$ cat src/rtl/cpu_types_pkg.sv
// Shared CPU-side types: RAM handshake states, arbiter FSM states and the
// arbiter's latched request.
package cpu_types_pkg;
  typedef logic [31:0] word_t;

  typedef enum logic [1:0] {FREE, BUSY, ACCESS, ERROR} ramstate_t;

  typedef enum logic [1:0] {IDLE, DGRANT, IGRANT} arb_state_t;

  typedef struct packed {
    word_t addr;
    logic  wen;
    word_t store;
  } arb_req_t;

  localparam word_t ARB_ERR_WORD = 32'hBAD1BAD1;
endpackage

$ cat src/rtl/arb_sat_counter.sv
// Saturating up-counter with synchronous clear (clear wins over increment).
module arb_sat_counter #(
  parameter int MAX = 4,
  parameter int W   = $clog2(MAX + 1)
) (
  input  logic         CLK,
  input  logic         nRST,
  input  logic         inc,
  input  logic         clr,
  output logic [W-1:0] cnt
);
  logic [W-1:0] cnt_q, cnt_d;

  always_comb begin
    cnt_d = cnt_q;
    if (clr)                           cnt_d = '0;
    else if (inc && cnt_q != W'(MAX))  cnt_d = cnt_q + 1'b1;
  end

  always_ff @(posedge CLK or negedge nRST)
    if (!nRST) cnt_q <= '0;
    else       cnt_q <= cnt_d;

  assign cnt = cnt_q;
endmodule

$ cat src/rtl/mem_arbiter.sv
// Single-port RAM arbiter between icache and dcache: data first, with an
// instruction starvation guard and bounded retry on RAM ERROR.
module mem_arbiter import cpu_types_pkg::*; #(
  parameter int STARVE_LIMIT = 4,
  parameter int MAX_RETRY    = 3
) (
  input  logic        CLK,
  input  logic        nRST,
  input  logic        iREN,
  input  logic [31:0] iaddr,
  output logic        iwait,
  output logic [31:0] iload,
  input  logic        dREN,
  input  logic        dWEN,
  input  logic [31:0] daddr,
  input  logic [31:0] dstore,
  output logic        dwait,
  output logic [31:0] dload,
  output logic        ramREN,
  output logic        ramWEN,
  output logic [31:0] ramaddr,
  output logic [31:0] ramstore,
  input  logic [31:0] ramload,
  input  logic [1:0]  ramstate,
  output logic        bus_err
);
  localparam int SW = $clog2(STARVE_LIMIT + 1);
  localparam int RW = $clog2(MAX_RETRY + 1);

  arb_state_t state_q, state_d;
  arb_req_t   req_q, req_d;
  logic       drop_q, drop_d, bus_err_q, bus_err_d;
  logic [SW-1:0] streak;
  logic [RW-1:0] retry;
  logic       streak_inc, streak_clr, retry_inc, retry_clr;
  logic       granted, owner_req, done, err_done;
  word_t      load_w;
  ramstate_t  rs;

  assign rs = ramstate_t'(ramstate);

  always_comb begin
    state_d    = state_q;
    req_d      = req_q;
    drop_d     = 1'b0;
    bus_err_d  = bus_err_q;
    done       = 1'b0;
    err_done   = 1'b0;
    retry_inc  = 1'b0;
    retry_clr  = 1'b0;
    streak_inc = 1'b0;
    streak_clr = 1'b0;
    owner_req  = (state_q == DGRANT) ? (dREN | dWEN) : iREN;
    case (state_q)
      IDLE: begin
        if ((dREN | dWEN) && !(streak == SW'(STARVE_LIMIT) && iREN)) begin
          state_d = DGRANT;
          req_d   = '{addr: daddr, wen: dWEN, store: dstore};
        end else if (iREN) begin
          state_d = IGRANT;
          req_d   = '{addr: iaddr, wen: 1'b0, store: '0};
        end
      end
      default: begin
        // A dropped request aborts silently; RAM responses during the
        // enable-drop cycle belong to nothing and are ignored.
        if (!owner_req) state_d = IDLE;
        else if (!drop_q) begin
          if (rs == ACCESS) done = 1'b1;
          else if (rs == ERROR) begin
            if (retry == RW'(MAX_RETRY)) begin
              done      = 1'b1;
              err_done  = 1'b1;
              bus_err_d = 1'b1;
            end else begin
              retry_inc = 1'b1;
              drop_d    = 1'b1;
            end
          end
        end
      end
    endcase
    if (done) begin
      state_d   = IDLE;
      retry_clr = 1'b1;
      if (state_q == DGRANT && iREN) streak_inc = 1'b1;
      else                           streak_clr = 1'b1;
    end
  end

  always_ff @(posedge CLK or negedge nRST)
    if (!nRST) begin
      state_q   <= IDLE;
      req_q     <= '0;
      drop_q    <= 1'b0;
      bus_err_q <= 1'b0;
    end else begin
      state_q   <= state_d;
      req_q     <= req_d;
      drop_q    <= drop_d;
      bus_err_q <= bus_err_d;
    end

  arb_sat_counter #(.MAX(STARVE_LIMIT)) u_streak (
    .CLK(CLK), .nRST(nRST), .inc(streak_inc), .clr(streak_clr), .cnt(streak)
  );

  arb_sat_counter #(.MAX(MAX_RETRY)) u_retry (
    .CLK(CLK), .nRST(nRST), .inc(retry_inc), .clr(retry_clr), .cnt(retry)
  );

  assign granted  = (state_q != IDLE);
  assign ramREN   = granted && !drop_q && !req_q.wen;
  assign ramWEN   = granted && !drop_q && req_q.wen;
  assign ramaddr  = granted ? req_q.addr  : '0;
  assign ramstore = granted ? req_q.store : '0;

  assign load_w = err_done ? ARB_ERR_WORD : (req_q.wen ? '0 : ramload);
  assign iwait  = !(done && state_q == IGRANT);
  assign dwait  = !(done && state_q == DGRANT);
  assign iload  = (done && state_q == IGRANT) ? load_w : '0;
  assign dload  = (done && state_q == DGRANT) ? load_w : '0;
  assign bus_err = bus_err_q;
endmodule

$ cat config.mk
export PLATFORM = sky130hd
export DESIGN_NAME = mem_arbiter
export DESIGN_NICKNAME = d
export VERILOG_FILES = /design/src/rtl/cpu_types_pkg.sv /design/src/rtl/arb_sat_counter.sv /design/src/rtl/mem_arbiter.sv
export SDC_FILE = /design/constraint.sdc
export NUM_CORES = 1
export LEC_CHECK = 0
export CORE_MARGIN = 2
export CORE_UTILIZATION = 40
export CTS_BUF_LIST = sky130_fd_sc_hd__clkbuf_8
export DETAILED_ROUTE_END_ITERATION = 6
export GPL_TIMING_DRIVEN = 0
export PLACE_DENSITY = 0.88
export SKIP_CTS_REPAIR_TIMING = 1
export SLEW_MARGIN = 25
export SYNTH_ARGS = -nofsm -noshare
export SYNTH_HDL_FRONTEND = slang
export SYNTH_SLANG_ARGS = --single-unit
$ cat constraint.sdc
create_clock -name CLK -period 2.9 [get_ports CLK]
set_input_delay 0.29 -clock CLK [delete_from_list [all_inputs] [get_ports CLK]]
set_output_delay 0.29 -clock CLK [all_outputs]
set_load 0.05 [all_outputs]
==> results.yml, run 1 <==
floorplanning:
  core-area_um2: 10200
  dieArea_um2: 11200
  num_rows: 37
  start_util_pct: 40.6
  die_x_um: 106
  io-pin-count: 268
  die_h_um: 106
clock_network:
  cts-htree-levels: 3
  insertion_delay_ns: 0.35
  clock_sinks: 74
  clk_pin_slew_ns: 0.08
  cts_root_buffer: "clkbuf_8"
  cts_tree: "built"
  clockBufferDepth: 2
  cts_made_buffers: 9
timing:
  tns_ns: 0
  fin_skew_ns: 0.0107
  maxSlewHeadroom_pct: 50.6
  post-route-min-period_ns: 2.76
  finalSetupViolCount: 0
  slew_violations: 0
  fin_crit_sh_pct: 95.1
  fmax_mhz: 363
  hold_violations: 0
  worstMarginPinSlew_ns: 0.737
global_route:
  grt_max_degree: 40
  grt_pass1_wl_mm: 22.3
  antenna_found_initial: 0
  grt_use_total_pct: 25.5
  overflow: 0
  grt_pass1_vias: 4365
final_layout:
  fin_area_um2: 7160
  finish.utilization_pct: 70.3
  finalNonFillerCells: 851
  nNetsFinal: 848
  insertedDiodeCount: 0
  syn_to_final_growth_pct: 72.9
  drive_gt1_share_pct: 12.4
  fill_cells: 796
  multi_input_area_um2: 2100
  register_area_um2: 1850
logic_synthesis:
  synth-seq-area-share_pct: 44.7
  yosys-top-cells-count: "92 x and2_1, 74 x dfrtp_1, 42 x nor2_1, 34 x a22o_1, 34 x nand2_1"
  synth-warning-count: 0
  synth-seq-cells: 74
  synthCells: 431
  synth-compound-area-share_pct: 16.7
  ys_types: 41
  synth_top_area_share_pct: 44.7
  synth.avg_cell_area_um2: 9.60
  synth_top_family_by_area: "simple AND/OR/NAND/NOR gates"
  ys_async_sr_fraction_pct: 100
  synth-xor-area-share_pct: 0.212
  synthAdderAreaFrac_pct: 0.907
  synth-simple-area-share_pct: 24.4
  synth_nets: 569
  synth_edf_count: 0
  synth_most_common_cell: "and2_1"
  ys.flop_type: "dfrtp_1"
  yosys.area.top_type: "dfrtp_1"
  synth.area.top_cells: "dfrtp_1 45%, and2_1 14%, mux2i_1 7.7%"
  muxShareOfSynthArea_pct: 8.56
  netlist_area_um2: 4140
drt:
  ant_nets: 0
  wl_mm: 14.7
  routedWlPerCell_um: 17.3
  drt_iter0_drc: 182
  vias: 4307
  drc: 0
  vias_per_cell: 5.06
  first_pass_iters: 4
placement:
  hpwl_mm: 11.3
  globalplace.congestion: 0.899
  dpl_cell_area_um2: 7000
  dp_cells: 835
  numPortBuffers: 267
power:
  power_mw: 7.23
  p_leak_nw: 3.98
  internal-power_mw: 3.60
  switching_share_pct: 50.2
  clkPwrFrac_pct: 11.1
  power_frac_comb_pct: 64.2
  power_frac_seq_pct: 24.8
  power_density_nw_per_um2: 1010
  p_sw_mw: 3.63
  max-vdd-ir-drop_v: 0.000887
critical_path:
  cp-end-kind: "output pin"
  startpoint: "dWEN"
  reg2reg_from: "u_streak.cnt[0]$_DFFE_PN0P_"
  worst-path-max-fanout: 5
  cp.arrival_ns: 2.47
  rrSetupSlack_ns: 0.81
  start_kind: "primary input"
  cp_data_required_time_ns: 2.61
  setup.worst_path.class: "primary input to output pin"
job:
  drv_cap: 0
worst_hold_path:
  hold_path.class: "flip-flop to flip-flop"
  hp-start: "bus_err$_DFFE_PN0P_"
status:
  status: "complete, no violations"
[worst max-delay path: stages]
cell and delay, ns:
clkdlybuf4s50_1 0.52, or4b_4 0.60, o2111a_4 0.20, nor3_4 0.24
and2_1 0.17, dlymetal6s2s_1 0.44
[flip-flops by register name, indices dropped and copies added (netlist names)]
register,count
u_retry.cnt,2
req_q,65
u_streak.cnt,3
drop_q,1
state_q,2
bus_err,1
[layout by cell type, fill, tap and decap left out, types with 2 or more instances in the layout]
cell type / synthesis / final
and2_1: 92 / 92
nor3_1: 4 / 4
nand2b_1: 2 / 2
buf_1: 3 / 2
buf_2: 8 / 9
mux2_2: 3 / 3
mux2i_1: 32 / 32
inv_1: 5 / 8
clkbuf_1: 17 / 16
buf_6: 4 / 4
dlymetal6s2s_1: 0 / 55
o21ai_0: 32 / 32
clkbuf_2: 1 / 38
a21oi_1: 8 / 8
nand2_1: 34 / 34
clkdlybuf4s50_1: 0 / 174
nor2_1: 42 / 42
ha_1: 3 / 3
nor2b_1: 2 / 2
clkbuf_8: 0 / 11
dfrtp_1: 74 / 74
a21oi_2: 10 / 10
a22o_1: 34 / 34
[metal layers]
metal	GRT usage [%]	vias up	part of all wire, %
met3	5.63	22	7.2
met1	26.9	2085	36
met5	0	-	0
li1	-	2019	-
met2	49.8	181	55
met4	7.61	0	1.8
[power by group through the flow]
stage               combinational, mW  sequential [mW]  clock [mW]
floorplan                        3.14             1.72           0
global placement                 4.61             1.77           0
detailed placement               4.70             1.79           0
CTS                              4.72             1.79       0.822
global route                     4.93             1.85       0.867
finish                           4.64             1.79       0.801
[per-stage QoR]
step                      worst slack (ns)  hold slack (ns)
after floorplan                      0.251         -0.00559
after global placement              -0.867            0.451
after detailed placement            -0.339            0.274
after CTS                           -0.409           -0.107
after global routing               -0.0243            0.494
final                                0.143            0.473
[cell families (layout without fill, tap and decap cells)]
| kind of cell | count (synthesis) | in the layout |
|---|---|---|
| AO/OA/AOI/OAI | 94 | 94 |
| XOR/XNOR | 1 | 1 |
| adder cells (fa/ha/maj) | 3 | 3 |
| buffers and inverters | 39 | 323 |
| flip-flops | 74 | 74 |
| multiplexers | 35 | 35 |
| AND/OR/NAND/NOR | 185 | 185 |
[layout make-up]
class | instances | area share, %
multi-input cells | 318 | 29.3
well taps | 136 | 2.38
clock inverters | 5 | 0.647
flip-flops and latches | 74 | 25.9
clock buffers | 11 | 2.12
inverters | 6 | 0.315
plain buffers | 32 | 2.27
repair buffers | 269 | 37.1
[path summary, 6_finish.rpt]
check,endpoint,cells past startpoint
setup / recovery,dload[2],6
hold / removal,bus_err$_DFFE_PN0P_,1
hold reg to reg,bus_err$_DFFE_PN0P_,1
min in group asynchronous,req_q[10]$_DFFE_PN0P_,2
setup reg to reg,req_q[15]$_DFFE_PN0P_,7
max in group asynchronous,req_q[32]$_DFFE_PN0P_,3
No activity file was read; power rests on OpenSTA's default activity.
==> run 2, diff against run 1 <==
--- a/config.mk
+++ b/config.mk
@@ -12,4 +12,5 @@
 export GPL_TIMING_DRIVEN = 0
-export PLACE_DENSITY = 0.88
+export PLACE_DENSITY = 0.84
 export SKIP_CTS_REPAIR_TIMING = 1
+export SKIP_LAST_GASP = 1
 export SLEW_MARGIN = 25
@@ -17,2 +18,3 @@
 export SYNTH_HDL_FRONTEND = slang
+export SYNTH_HIERARCHICAL = 1
 export SYNTH_SLANG_ARGS = --single-unit
--- a/constraint.sdc
+++ b/constraint.sdc
@@ -3,2 +3,2 @@
 set_output_delay 0.29 -clock CLK [all_outputs]
-set_load 0.05 [all_outputs]
+set_load 0.02 [all_outputs]
==> results.yml, run 2 <==
logic_synthesis:
  ys_async_sr_fraction_pct: 100
  synth-seq-area-share_pct: 39.7
  muxShareOfSynthArea_pct: 1.29
  synth_top_area_share_pct: 39.7
  synth.avg_cell_area_um2: 8.76
  synth_top_family_by_area: "compound AO/OA/AOI/OAI gates"
  synth_edf_count: 0
  synth_most_common_cell: "dfrtp_1"
  ys.flop_type: "dfrtp_1"
  synth.area.top_cells: "dfrtp_1 40%, a22o_1 6.2%, nor4_1 6.2%"
  ys_types: 40
  synthAdderAreaFrac_pct: 0.805
  yosys-top-cells-count: "74 x dfrtp_1, 71 x nor2_1, 51 x clkbuf_1, 50 x inv_1, 46 x nor4_1"
  synthCells: 532
  synth_nets: 670
  synth-simple-area-share_pct: 22.1
  synth-warning-count: 6
  synth-xor-area-share_pct: 0
  synth-compound-area-share_pct: 26.1
  synth-seq-cells: 74
  netlist_area_um2: 4660
  yosys.area.top_type: "dfrtp_1"
drt:
  ant_nets: 0
  drc: 0
  drt_iter0_drc: 347
  routedWlPerCell_um: 18.5
  vias_per_cell: 5.72
  vias: 5483
  wl_mm: 17.7
  first_pass_iters: 5
final_layout:
  nNetsFinal: 949
  fill_cells: 912
  mostFrequentLayoutCells: "212 x clkdlybuf4s50_1, 74 x dfrtp_1, 69 x nor2_1, 54 x dlymetal6s2s_1, 51 x inv_1"
  fin_area_um2: 7890
  largest_reg_flops: 65
  syn_to_final_growth_pct: 69.3
  insertedDiodeCount: 0
  finish.utilization_pct: 69.1
  layout_commonest_cell: "clkdlybuf4s50_1"
  drive_gt1_share_pct: 7.11
  largest_register: "req_q"
global_route:
  grt_pass1_wl_mm: 26.8
  grt_max_degree: 40
  antenna_found_initial: 0
  overflow: 0
  grt_pass1_vias: 5438
  grt_use_total_pct: 26.3
floorplanning:
  io-pin-count: 268
  start_util_pct: 40.8
  dieArea_um2: 12500
  num_rows: 39
  die_x_um: 112
  core-area_um2: 11400
  die_h_um: 112
critical_path:
  reg2regPathDepth: 9
  cp.arrival_ns: 2.89
  start_kind: "flip-flop"
  cp_data_required_time_ns: 2.61
  setup.worst_path.class: "flip-flop to output pin"
  worst_path_max_delay_cell: "clkdlybuf4s50_1"
  rrSetupSlack_ns: 0.32
  worst-path-max-fanout: 10
  worstReg2RegEnd: "u_streak/cnt[0]$_DFFE_PN0P_"
  cp-endpoint: "dload[28]"
  critPathMaxStageDelay_ns: 0.64
  crit_chain: "buf_4 > nor2b_4 > or4b_1 > buf_2 > buf_6 > buf_2 > a21oi_1 > clkdlybuf4s50_1"
  startpoint: "state_q[1]$_DFFE_PN0P_"
  worst_path_most_repeated_cell: "buf_2"
  cp-end-kind: "output pin"
  reg2reg_from: "state_q[1]$_DFFE_PN0P_"
timing:
  worstMarginPinSlew_ns: 0.701
  slew_violations: 0
  tns_ns: -2.32
  finalSetupViolCount: 12
  post-route-min-period_ns: 3.18
  finalWorstSetupSlack_ns: -0.283
  fin_crit_sh_pct: 110
  maxSlewHeadroom_pct: 52.1
  fmax_mhz: 314
  rsz0062_at_grt: "true"
  hold_violations: 0
  fin_skew_ns: 0.0106
status:
  violations: "negative setup slack"
  status: "finished with violations"
clock_network:
  clk_pin_slew_ns: 0.08
  cts_made_buffers: 9
  cts-htree-levels: 3
  cts_root_buffer: "clkbuf_8"
  cts_tree: "built"
  clock_sinks: 74
  clockBufferDepth: 2
  insertion_delay_ns: 0.35
power:
  p_leak_nw: 4.08
  power_mw: 6.78
  max-vdd-ir-drop_v: 0.000522
  power_density_nw_per_um2: 860
placement:
  globalplace.congestion: 0.900
  numPortBuffers: 267
  hpwl_mm: 13.2
  dpl_cell_area_um2: 7530
worst_hold_path:
  hold_path.class: "primary input to async pin"
job:
  drv_cap: 0
## run 2: kinds of logic after synthesis
logic type	Yosys count
AO/OA/AOI/OAI	141
buffers and inverters	114
flip-flops	74
adder cells (fa/ha/maj)	3
AND/OR/NAND/NOR	195
multiplexers	5
## run 2: metrics by stage
step,hold WS [ns],worst slack (ns),instances
CTS,-0.113,-0.578,959
global route,0.449,-0.452,959
detailed placement,0.277,-0.555,943
floorplan,-0.00559,0.282,532
global placement,0.471,-0.943,942
finish,0.425,-0.283,959
## run 2: worst min path at each step
stage                              startpoint                   end  slack, ns
after global placement    bus_err$_DFFE_PN0P_   bus_err$_DFFE_PN0P_       0.47
after floorplan                          nRST   bus_err$_DFFE_PN0P_     -0.006
after detailed placement                 nRST  req_q[6]$_DFFE_PN0P_       0.28
after global routing                     nRST  req_q[8]$_DFFE_PN0P_       0.45
final                                    nRST  req_q[4]$_DFFE_PN0P_       0.43
after CTS                                nRST  req_q[4]$_DFFE_PN0P_      -0.11
## run 2: metal layers
metal | part of all wire [%] | track usage [%] | vias to the layer above
li1 | - | - | 2513
met1 | 38 | 30.6 | 2610
met2 | 50 | 45.2 | 304
met3 | 8.9 | 8.22 | 56
met4 | 3.4 | 10.4 | 0
met5 | 0 | 0 | -
## run 2: critical path, delay by kind of cell, from the launching register on
family	cells	cell delay (ns)
simple gates	2	0.63
flops	1	0.37
buf+inv	5	1.36
compound gates	1	0.19
## run 2: report_power, final
group | total, mW | internal, mW | switching [mW]
combinational | 4.25 | 1.88 | 2.38
sequential | 1.74 | 1.51 | 0.228
clock | 0.792 | 0.397 | 0.395
## run 2: cell type report
cell class	count	area [um2]	area share (%)
multi-input combinational	344	2370	30.0
inverter	50	188	2.38
sequential	74	1850	23.5
tap	143	179	2.27
buffer	63	273	3.46
clock inverter	7	70.1	0.888
timing repair buffer	269	2840	35.9
clock buffer	9	124	1.57
==> run 3, diff against run 2 <==
CTS_CLUSTER_SIZE = 20   (was not set)
GPL_ROUTABILITY_DRIVEN = 0   (was not set)
REMOVE_ABC_BUFFERS = 1   (was not set)
==> results.yml, run 3 (synthesized netlist as in run 2, its figures left out) <==
worst_hold_path:
  hold_path.class: "primary input to async pin"
placement:
  dpl_cell_area_um2: 7530
  hpwl_mm: 11.7
  pre_cts_slack_ns: -0.723
  numPortBuffers: 267
floorplanning:
  num_rows: 39
  start_util_pct: 40.8
  dieArea_um2: 12500
  die_h_um: 112
  io-pin-count: 268
  core-area_um2: 11400
  die_x_um: 112
final_layout:
  nNetsFinal: 907
  layout_commonest_cell: "clkdlybuf4s50_1"
  insertedDiodeCount: 0
  mostFrequentLayoutCells: "229 x clkdlybuf4s50_1, 71 x dfrtp_1, 69 x nor2_1, 51 x inv_1, 46 x nor4_1"
  largest_register: "req_q"
  finish.utilization_pct: 69.5
  fin_area_um2: 7930
  drive_gt1_share_pct: 9.82
  syn_to_final_growth_pct: 70.2
  fill_cells: 878
  largest_reg_flops: 65
clock_network:
  clockBufferDepth: 2
  clock_sinks: 74
  cts-htree-levels: 3
  insertion_delay_ns: 0.35
  cts_made_buffers: 9
  cts_tree: "built"
  clk_pin_slew_ns: 0.08
  cts_root_buffer: "clkbuf_8"
timing:
  hold_violations: 0
  post-route-min-period_ns: 3.11
  fmax_mhz: 321
  maxSlewHeadroom_pct: 48.3
  slew_violations: 0
  worstMarginPinSlew_ns: 0.775
  finalWorstSetupSlack_ns: -0.214
  finalSetupViolCount: 6
  whs_ns: 0.412
  fin_skew_ns: 0.00827
  fin_crit_sh_pct: 107
  rsz0062_at_grt: "true"
job:
  drv_cap: 0
critical_path:
  setup.worst_path.class: "flip-flop to output pin"
  rrSetupSlack_ns: 0.47
  critPathMaxStageDelay_ns: 0.71
  cp_data_required_time_ns: 2.61
  cp_num_cells: 4
  start_kind: "flip-flop"
  cp_top_family: "compound AO/OA/AOI/OAI gates"
  reg2reg_from: "state_q[0]$_DFFE_PN0P_"
  worst_path_max_delay_cell: "clkdlybuf4s50_1"
  cp-end-kind: "output pin"
  worst-path-max-fanout: 20
  worstReg2RegEnd: "u_retry/cnt[0]$_DFFE_PN0P_"
  startpoint: "state_q[1]$_DFFE_PN0P_"
  crit_chain: "o21bai_4 > or3_4 > a2111oi_1 > clkdlybuf4s50_1"
  path_buf_inv: 1
  cp-endpoint: "iload[12]"
  reg2regPathDepth: 7
  cp.arrival_ns: 2.82
drt:
  first_pass_iters: 5
  wl_mm: 17.5
  vias_per_cell: 5.78
  vias: 5296
  routedWlPerCell_um: 19.1
  drt_iter0_drc: 759
  drc: 0
  ant_nets: 0
power:
  power_mw: 6.92
  switching_share_pct: 44.3
  power_frac_comb_pct: 63.7
  power_frac_seq_pct: 26.2
  p_sw_mw: 3.06
  clkPwrFrac_pct: 10.2
  p_leak_nw: 3.78
  power_density_nw_per_um2: 873
  internal-power_mw: 3.86
  max-vdd-ir-drop_v: 0.000552
status:
  status: "finished with violations"
  violations: "negative setup slack"
global_route:
  grt_pass1_wl_mm: 25.9
  grt_pass1_vias: 5010
  grt_max_degree: 66
  antenna_found_initial: 0
  grt_use_total_pct: 25.1
  overflow: 0
run 3: cell type report:
| type | count | area (um2) | share of cell area [%] |
|---|---|---|---|
| clock buffers | 9 | 124 | 1.56 |
| clock inverters | 7 | 47.5 | 0.599 |
| inverters | 50 | 191 | 2.41 |
| multi-input cells | 346 | 2480 | 31.3 |
| flip-flops and latches | 74 | 1860 | 23.4 |
| well taps | 143 | 179 | 2.26 |
| repair buffers | 287 | 3050 | 38.4 |
| repair inverters | 1 | 7.51 | 0.0946 |
run 3: power by group through the flow:
stage	registers, mW	clock network (mW)	logic (mW)
CTS	1.78	0.729	4.28
detailed placement	1.79	0	4.26
global placement	1.77	0	3.95
finish	1.81	0.704	4.41
global route	1.86	0.770	4.68
floorplan	1.72	0	2.33
run 3: per-stage QoR:
stage,TNS (ns),instances
floorplan,-129.23,468
global placement,-498.09,878
detailed placement,-24.21,890
CTS,-41.43,906
global route,-1.87,917
finish,-0.300,917
run 3: worst register-to-register path: stages (launching register included):
cell     delay, ns
dfrtp_2       0.48
nor2b_4       0.18
buf_4         0.15
mux2i_4       0.21
buf_4         0.17
nor4b_1       0.55
nor2b_4       0.27
mux2_4        0.30
run 3: how the worst min path moves through the flow:
stage                                   start                     to  slack [ns]  cells after the start
after floorplan                          nRST    bus_err$_DFFE_PN0P_      -0.006                      0
after global placement    bus_err$_DFFE_PN0P_    bus_err$_DFFE_PN0P_        0.44                      1
after detailed placement                 nRST  req_q[50]$_DFFE_PN0P_        0.25                      1
after CTS                                nRST  req_q[56]$_DFFE_PN0P_       -0.13                      1
after global routing                     nRST  req_q[50]$_DFFE_PN0P_        0.43                      2
final                                    nRST  req_q[50]$_DFFE_PN0P_        0.41                      2
run 3: routing by layer:
layer  global-route usage, %  up-vias  wire (um)
met3                    5.33       42       1420
met1                    32.3     2514       7090
met5                       0        -          0
met2                    43.2      303       8540
met4                    6.67        0        449
li1                        -     2437          -
